### src/rtl/roll_sched_pkg.sv
// Shared types and constants for the roll_scheduler rotate engine.
// Optional barrel rotate is selected by defining ROLL_SCHED_FAST_ROT_EN.
package roll_sched_pkg;

    localparam int unsigned WIDTH_DEF = 16;

    localparam logic DIR_RIGHT = 1'b0;
    localparam logic DIR_LEFT  = 1'b1;

    localparam logic ID_A = 1'b0;
    localparam logic ID_B = 1'b1;

    typedef enum logic [2:0] {
        IDLE    = 3'd0,
        REV_IN  = 3'd1,
        ROT     = 3'd2,
        REV_OUT = 3'd3,
        DONE    = 3'd4
    } state_e;

endpackage

### src/rtl/rr_arb2.sv
// Two-way round-robin arbiter; the pointer remembers the last granted requester.
module rr_arb2
    import roll_sched_pkg::*;
(
    input  logic       clk,
    input  logic       rst_n,
    input  logic [1:0] valid_i,
    input  logic       en_i,
    output logic [1:0] grant_c_o,
    output logic       grant_id_c_o
);

    logic last_q, last_d;

    // Single valid wins outright; on a tie the side not granted last wins.
    always_comb begin
        grant_id_c_o = ID_A;
        grant_c_o    = 2'b00;
        last_d       = last_q;
        case (valid_i)
            2'b10:   grant_id_c_o = ID_B;
            2'b11:   grant_id_c_o = (last_q == ID_A) ? ID_B : ID_A;
            default: grant_id_c_o = ID_A;
        endcase
        if (en_i && (valid_i != 2'b00)) begin
            grant_c_o = (grant_id_c_o == ID_B) ? 2'b10 : 2'b01;
            last_d    = grant_id_c_o;
        end
    end

    // Reset to "B granted last" so A is favoured first.
    always_ff @(posedge clk) begin
        if (!rst_n) begin
            last_q <= ID_B;
        end else begin
            last_q <= last_d;
        end
    end

endmodule

### src/rtl/roll_scheduler.sv
// Two-requester rotate engine: left rotate is done as reverse, rotate right, reverse.
// Define ROLL_SCHED_FAST_ROT_EN for a single-cycle barrel rotate instead of the serial one.
module roll_scheduler
    import roll_sched_pkg::*;
#(
    parameter int unsigned WIDTH = WIDTH_DEF
) (
    input  logic                       clk,
    input  logic                       rst_n,
    input  logic                       reqValidA,
    output logic                       reqReadyA,
    input  logic [WIDTH-1:0]           reqDataA,
    input  logic [$clog2(WIDTH)-1:0]   reqAmtA,
    input  logic                       reqDirA,
    input  logic                       reqValidB,
    output logic                       reqReadyB,
    input  logic [WIDTH-1:0]           reqDataB,
    input  logic [$clog2(WIDTH)-1:0]   reqAmtB,
    input  logic                       reqDirB,
    output logic                       respValid,
    input  logic                       respReady,
    output logic [WIDTH-1:0]           respData,
    output logic                       respId
);

    localparam int unsigned AMT_W = $clog2(WIDTH);

    if ((WIDTH < 4) || ((WIDTH & (WIDTH - 1)) != 0)) begin : g_bad_width
        $error("roll_scheduler: WIDTH must be a power of two >= 4");
    end

    state_e             state_q, state_d;
    logic [WIDTH-1:0]   work_q, work_d;
    logic [AMT_W-1:0]   cnt_q, cnt_d;
    logic               dir_q, dir_d;
    logic               id_q, id_d;
    logic               resp_valid_q, resp_valid_d;

    logic [1:0]         grant;
    logic               grant_id;
    logic               arb_en;
    logic               accept;
    logic [WIDTH-1:0]   sel_data;
    logic [AMT_W-1:0]   sel_amt;
    logic               sel_dir;
    logic [WIDTH-1:0]   rev_w;
    logic [WIDTH-1:0]   rot_w;
    logic [AMT_W-1:0]   rot_amt_w;
    logic               rot_last;

    assign arb_en = (state_q == IDLE) && rst_n;

    rr_arb2 u_arb (
        .clk          (clk),
        .rst_n        (rst_n),
        .valid_i      ({reqValidB, reqValidA}),
        .en_i         (arb_en),
        .grant_c_o    (grant),
        .grant_id_c_o (grant_id)
    );

    assign reqReadyA = grant[0];
    assign reqReadyB = grant[1];
    assign accept    = |grant;

    assign sel_data = (grant_id == ID_B) ? reqDataB : reqDataA;
    assign sel_amt  = (grant_id == ID_B) ? reqAmtB  : reqAmtA;
    assign sel_dir  = (grant_id == ID_B) ? reqDirB  : reqDirA;

`ifdef ROLL_SCHED_FAST_ROT_EN
    assign rot_amt_w = cnt_q;
    assign rot_last  = 1'b1;
`else
    assign rot_amt_w = AMT_W'(1);
    assign rot_last  = (cnt_q == AMT_W'(1));
`endif

    // Bit reverse and rotate-right views of the working register.
    always_comb begin
        logic [AMT_W-1:0] idx;
        rev_w = '0;
        rot_w = '0;
        idx   = '0;
        for (int i = 0; i < WIDTH; i++) begin
            rev_w[i] = work_q[WIDTH-1-i];
            idx      = AMT_W'(i) + rot_amt_w;
            rot_w[i] = work_q[idx];
        end
    end

    always_comb begin
        state_d      = state_q;
        work_d       = work_q;
        cnt_d        = cnt_q;
        dir_d        = dir_q;
        id_d         = id_q;
        resp_valid_d = resp_valid_q;
        case (state_q)
            IDLE: begin
                if (accept) begin
                    work_d = sel_data;
                    cnt_d  = sel_amt;
                    dir_d  = sel_dir;
                    id_d   = grant_id;
                    if (sel_dir == DIR_LEFT) begin
                        state_d = REV_IN;
                    end else if (sel_amt != '0) begin
                        state_d = ROT;
                    end else begin
                        state_d      = DONE;
                        resp_valid_d = 1'b1;
                    end
                end
            end
            REV_IN: begin
                work_d  = rev_w;
                state_d = (cnt_q != '0) ? ROT : REV_OUT;
            end
            ROT: begin
                work_d = rot_w;
`ifndef ROLL_SCHED_FAST_ROT_EN
                cnt_d  = cnt_q - AMT_W'(1);
`endif
                if (rot_last) begin
                    if (dir_q == DIR_LEFT) begin
                        state_d = REV_OUT;
                    end else begin
                        state_d      = DONE;
                        resp_valid_d = 1'b1;
                    end
                end
            end
            REV_OUT: begin
                work_d       = rev_w;
                state_d      = DONE;
                resp_valid_d = 1'b1;
            end
            DONE: begin
                if (respReady) begin
                    state_d      = IDLE;
                    resp_valid_d = 1'b0;
                end
            end
            default: begin
                state_d      = IDLE;
                resp_valid_d = 1'b0;
            end
        endcase
    end

    always_ff @(posedge clk) begin
        if (!rst_n) begin
            state_q      <= IDLE;
            work_q       <= '0;
            cnt_q        <= '0;
            dir_q        <= DIR_RIGHT;
            id_q         <= ID_A;
            resp_valid_q <= 1'b0;
        end else begin
            state_q      <= state_d;
            work_q       <= work_d;
            cnt_q        <= cnt_d;
            dir_q        <= dir_d;
            id_q         <= id_d;
            resp_valid_q <= resp_valid_d;
        end
    end

    assign respValid = resp_valid_q;
    assign respData  = work_q;
    assign respId    = id_q;

endmodule

### config.mk
export PLATFORM = sky130hd
export DESIGN_NAME = roll_scheduler
export DESIGN_NICKNAME = d
export VERILOG_FILES = /design/src/rtl/roll_sched_pkg.sv /design/src/rtl/rr_arb2.sv /design/src/rtl/roll_scheduler.sv
export SDC_FILE = /design/constraint.sdc
export NUM_CORES = 1
export LEC_CHECK = 0
export BUFFER_PORTS_ARGS = -buffer_cell sky130_fd_sc_hd__buf_2
export CORE_ASPECT_RATIO = 1.5
export CORE_UTILIZATION = 42
export CTS_CLUSTER_SIZE = 14
export DETAILED_ROUTE_END_ITERATION = 10
export GPL_TIMING_DRIVEN = 1
export PLACE_DENSITY_LB_ADDON = 0.1
export SLEW_MARGIN = 20
export SYNTH_ARGS = -nofsm -noshare
export SYNTH_HDL_FRONTEND = slang
export SYNTH_HIERARCHICAL = 1
export SYNTH_SLANG_ARGS = --single-unit
### constraint.sdc
create_clock -name clk -period 5.4 [get_ports clk]
set_clock_uncertainty 0.05 [all_clocks]
set_input_delay 0.27 -clock clk [delete_from_list [all_inputs] [get_ports clk]]
set_output_delay 0.27 -clock clk [all_outputs]
set_load 0.1 [all_outputs]
After elaboration in Yosys (flattened, before gate mapping)
Index checks and enable logic that the tools add are counted.
- output and inout bits: 20
- bits in registers: 27
- add/subtract/negate cells: 1
- multiplexer cells: 26
- equal/unequal tests: 13
- bitwise operators: 1
- reduce and logical (&&, ||, !) cells: 15
- operator list (kind ; number):
    $pmux 16 s3 ; 1
    $mux 16 ; 2
    $mux 3 ; 6
    $pmux 3 s5 ; 1
    $ne 2x2->1 const B ; 6
    $mux 1 ; 9
    $mux 4 ; 2
    $pmux 4 s2 ; 1
    $reduce_bool 4->1 ; 2
    $reduce_and 7->1 ; 1
    $eq 3x2->1 const B ; 2
    $reduce_and 2->1 ; 3
    $pmux 1 s5 ; 1
    $eq 2x2->1 const B ; 2
    $eq 4x1->1 const B ; 1
    $mux 2 ; 2
    $reduce_bool 2->1 ; 2
    $reduce_or 2->1 ; 2
    $sub 4x1->4 const B ; 1
    $eq 3x1->1 const B ; 1
    $eq 3x3->1 const B ; 1
    $logic_not 3->1 ; 1
    $reduce_and 3->1 ; 1
    $reduce_bool 3->1 ; 1
    3 further kinds ; 4

Depth between registers and ports, before layout
- depth in word-level cells: 8
- mapped depth: 11

By module
The synthesis kept the hierarchy.
- modules (own cells, without submodules) (module ; cells an instance ; area an instance (µm²) ; instances):
    roll_scheduler ; 229 ; 1721.7 ; 1
    rr_arb2 ; 9 ; 66.3 ; 1

Worst setup path before layout
OpenSTA, ideal clock, no wires.
- kind: reg2reg
- from: reg state_q[1]
- to: reg state_q[2]
- path buffers: 1
- stages on the path, launching flop included: 11
- period minus slack after synthesis: 3.712 ns
- slack: 1.688 ns
- library setup time: 0.059 ns
- data required time: 5.291 ns
- arrival time: 3.603 ns
- cells stage by stage: dfxtp_1 buf_6 or3_1 nor2_1 nand2_1 a21oi_1 nor2_1 nand2_1 or4b_4 o31ai_2 and2_1
- longest elaborated chain between the ends: 7
- ends and longest elaborated chain (what ; RTL line ; text):
    from (decl) ; roll_scheduler.sv:32 ; state_e state_q, state_d;
    from (signal assigned) ; roll_scheduler.sv:160 ; state_q <= state_d;
    $logic_not 3->1 ; roll_scheduler.sv:51 ; assign arb_en = (state_q == IDLE) && rst_n;
    $logic_and 1x1->1 ; roll_scheduler.sv:51 ;
    via arb_en ; roll_scheduler.sv:41 ; logic arb_en;
    $logic_and 1x1->1 ; rr_arb2.sv:25 ; if (en_i && (valid_i != 2'b00)) begin
    $mux 2 ; rr_arb2.sv:25 ;
    via reqReadyA ; roll_scheduler.sv:11 ; output logic reqReadyA,
    $reduce_or 2->1 ; roll_scheduler.sv:64 ; assign accept = |grant;
    $ne 2x2->1 (no source line) ; n/a ;
    $reduce_and 3->1 (no source line) ; n/a ;
The timed path passes the listed nets, and every way through them passes these cells.
A chain may end at the register's enable or synchronous reset.

Worst setup path in the final report
- from: reg state_q[1]
- to: reg state_q[2]
- longest elaborated chain between the ends: 7
- ends and longest elaborated chain (what ; RTL line):
    $logic_not 3->1 ; roll_scheduler.sv:51
    $logic_and 1x1->1 ; roll_scheduler.sv:51
    via arb_en ; roll_scheduler.sv:41
    $logic_and 1x1->1 ; rr_arb2.sv:25
    $mux 2 ; rr_arb2.sv:25
    $reduce_or 2->1 ; roll_scheduler.sv:64
    $ne 2x2->1 (no source line) ; n/a
    $reduce_and 3->1 (no source line) ; n/a
The timed path passes the listed nets, and every way through them passes these cells.

==> summary.md <==
- number of antenna violations at the first check in global routing: 0
- worst hold-check slack: 0.226 ns
- total number of placement rows: 28
- Worst R2R End: state_q[2]$_SDFFE_PN0P_
- number of placed cells counting well taps: 329
- final standard cell area without fillers: 2130 um2
- clock latency of the later-clocked register in the worst-skew pair: 0.27 ns
- Tmin final: 2.84 ns
- critical path fanouts, max: 36
- global-route usage over all layers: 20.5%
- sequential power share: 27.4%
- Req. time, crit path: 5.57 ns
- endpoint arrival time on the critical path: 3.01 ns
- floorplan core area: 3990 um2
- clock slew seen by the registers of the worst setup and hold paths: 0.09 ns
- Cell Area, Placed: 2090 um2
- number of hold-slack violations in the final timing report: 0
- nature of the critical path endpoint: flip-flop
- path class of the lowest-slack min-delay path: in2reg
- accumulated negative setup slack: 0 ns
- worst reg2reg path depth: 9
- main flop type after synthesis: dfxtp_1
- final-report max-slew violation count: 0
- power density cells: 682 nW/um2
- worst hold endpoint: u_arb/last_q$_SDFFE_PN1P_
- switching power share of the total: 60.7%
- Total Die Area: 4530 um2
- startpoint of the most critical hold path: rst_n
- post-synthesis sequential area ratio: 30.2%
- average via count per standard cell: 5.74
- global-route wire length before repair: 7.44 mm
- final-stage net count: 338
- post-synthesis sequential element count: 27
- remaining design rule violation count: 0
- synthesized netlist cell count: 238
- CTS tree: done
- Post-Route WL: 4.74 mm
- Static Leak: 0.914 nW
- unrepaired setup endpoints after global routing: no
- Final Instance Count excl. Fillers: 333
- Initial Utilization: 44.8%
- largest area contributor in the synthesized netlist: dfxtp_1
- hold buffer count at CTS: 0
- # resized after CTS: 0
- relative slew slack: 27.6%
- fraction of power consumed by combinational cells: 64.8%
- result of the run: completed
- post-synth top area share: 30.2%
- startpoint kind of the worst setup timing path: flip-flop
- Avg Inst Size Synth: 7.51 um2
- via count of the first global-routing pass: 1,738
- cell-internal power: 0.000572 W
- slew at the pin with the worst max-slew slack: 1.08 ns
- total grt overflow: 0
- clock share of power: 7.9%
- die boundary width: 55.3 um
- buffer cell driving the clock tree root: clkbuf_8
- routability congestion estimate from global placement: 0.825
- type of the worst setup path: reg2reg
- total inserted antenna cells: 0
- slack of the worst reg-to-reg path: 2.56 ns
- number of enable-type register cells in the synthesized netlist: 0
- wire length per cell after detailed routing: 14.2 um
- Buffers on Ports: 66
- DR vias: 1,910
- Post-CTS Setup Repair Bufs: 0
- netlist area before placement: 1790 um2
- max-capacitance violation count: 0
- syn_nets: 287
- CTS Buf Count: 3
- Max Buffers Root-to-Sink: 2
- startpoint of the worst-slack reg-to-reg timing path: state_q[1]$_SDFFE_PN0P_
- worst IR drop on VDD: 0.435 mV
- Yosys Warn Count: 6
- number of distinct library cells after synthesis: 38
- Sinks on Clock Net: 27
- part of the cycle the worst path needs: 52.6%
- iteration count of the initial detailed-routing pass: 4
- number of cells traversed by the worst hold path: 2
- final setup fails: 0
- Vert. Die Dim: 81.9 um
- share of final-layout standard cells stronger than drive strength 1: 26.7%
- largest net degree at the start of global routing: 40
- synth top area cells: dfxtp_1 (30%), mux2i_1 (7.8%), o21ai_0 (6.4%), a21oi_1 (5.9%), nand2_1 (5.7%)
- switching component of the power: 0.000884 W
- drt first-iter violations: 63
- Post-DRT Antenna Nets: 0
- number of levels in the clock H-tree: 1
- I/O pins: 67
- maximum frequency from static timing analysis: 0.352 GHz
- HPWL after detailed placement: 3.38 mm
- area added between synthesis and finish: 19.4%
- ys async rst share: 0%
[cells in the mapped netlist, types with 7 or more instances]
cell	count
clkbuf_1	13
a211oi_1	7
nor2b_1	7
mux2i_1	14
dfxtp_1	27
a311oi_1	7
a211o_1	7
a21oi_1	21
nor2_1	23
nand2_1	27
inv_1	7
o211ai_1	11
o21ai_0	23
[layout by cell type (no fill, tap or decap), types with 2 or more instances in the layout]
cell / Yosys / final
and2_1: 2 / 2
a211o_1: 7 / 7
mux2i_1: 14 / 14
nor2_1: 23 / 23
o21ai_1: 2 / 2
inv_1: 7 / 7
o31ai_1: 2 / 2
a21oi_1: 21 / 21
or4_1: 2 / 2
buf_2: 6 / 66
o21ai_0: 23 / 23
a311oi_1: 7 / 7
dfxtp_1: 27 / 26
a31oi_1: 4 / 4
a211oi_1: 7 / 7
nor2b_1: 7 / 7
nor3_1: 4 / 4
nand2_1: 27 / 27
nor4_1: 3 / 3
ha_1: 2 / 2
o211ai_1: 11 / 11
clkbuf_8: 0 / 3
[power groups by stage]
stage                     Clock (W)  Sequential, W  Combinational, W
after CTS                  0.000119       0.000396          0.000948
after detailed placement          0       0.000400          0.000945
after global placement            0       0.000399          0.000940
final                      0.000115       0.000398          0.000943
after floorplan                   0       0.000716          0.000467
after global routing       0.000127       0.000415           0.00101
[routing by layer]
| metal | GRT usage [%] | up-vias | part of all wire (%) |
|---|---|---|---|
| li1 | - | 969 | - |
| met1 | 21.9 | 876 | 43 |
| met2 | 39.3 | 57 | 52 |
| met3 | 2.36 | 8 | 3.2 |
| met4 | 11.0 | 0 | 2.2 |
| met5 | 0 | - | 0 |
[through the flow]
stage	total power (W)	setup WS (ns)	utilization, %
6_report	0.00146	2.56	53.4
5_1_grt	0.00156	2.40	53.4
4_1_cts	0.00146	2.54	53.4
3_5_place_dp	0.00135	2.55	52.3
3_3_place_gp	0.00134	2.65	52.3
2_1_floorplan	0.00118	1.69	-
[final cells by class]
| class | instances | area, um2 |
|---|---|---|
| timing repair buffer | 67 | 338 |
| fill | 428 | 1860 |
| inverter | 7 | 26.3 |
| multi-input combinational | 183 | 1130 |
| sequential | 27 | 542 |
| clock buffer | 4 | 45.0 |
| tap | 45 | 56.3 |
[worst max path at each step]
| stage | from | end | slack [ns] |
|---|---|---|---|
| final | state_q[1]$_SDFFE_PN0P_ | state_q[2]$_SDFFE_PN0P_ | 2.56 |
| after global routing | state_q[1]$_SDFFE_PN0P_ | state_q[2]$_SDFFE_PN0P_ | 2.40 |
| after CTS | state_q[0]$_SDFFE_PN0P_ | state_q[2]$_SDFFE_PN0P_ | 2.54 |
| after detailed placement | state_q[0]$_SDFFE_PN0P_ | state_q[2]$_SDFFE_PN0P_ | 2.55 |
| after global placement | state_q[0]$_SDFFE_PN0P_ | state_q[2]$_SDFFE_PN0P_ | 2.65 |
| after floorplan | state_q[1]$_SDFFE_PN0P_ | state_q[2]$_SDFFE_PN0P_ | 1.69 |
[sequential cells by signal (all words and copies together) (netlist names)]
signal / count
respData: 16
cnt_q: 4
state_q: 3
dir_q: 1
respId: 1
respValid: 1
u_arb/last_q: 1
[worst max-delay path: stages, from the launching register on]
cell and delay, ns:
dfxtp_1 0.67, or3_1 0.52, nor2_1 0.21, nand2_1 0.08
a21oi_1 0.24, nor2_1 0.09, nand2_1 0.09, or4b_4 0.49
o31ai_2 0.21, and2_1 0.14
[cells by family (layout without fill, tap and decap cells)]
kind of cell	count (synthesis)	after routing	share of synthesized area, %
DFF	27	27	30.2
adders and majority gates	2	2	1.40
and+or+nand+nor	76	76	20.2
muxes	15	15	8.47
buffers and inverters	28	78	7.14
AOI/OAI and AO/OA	90	90	32.6
(Power assumes the default switching activity.)
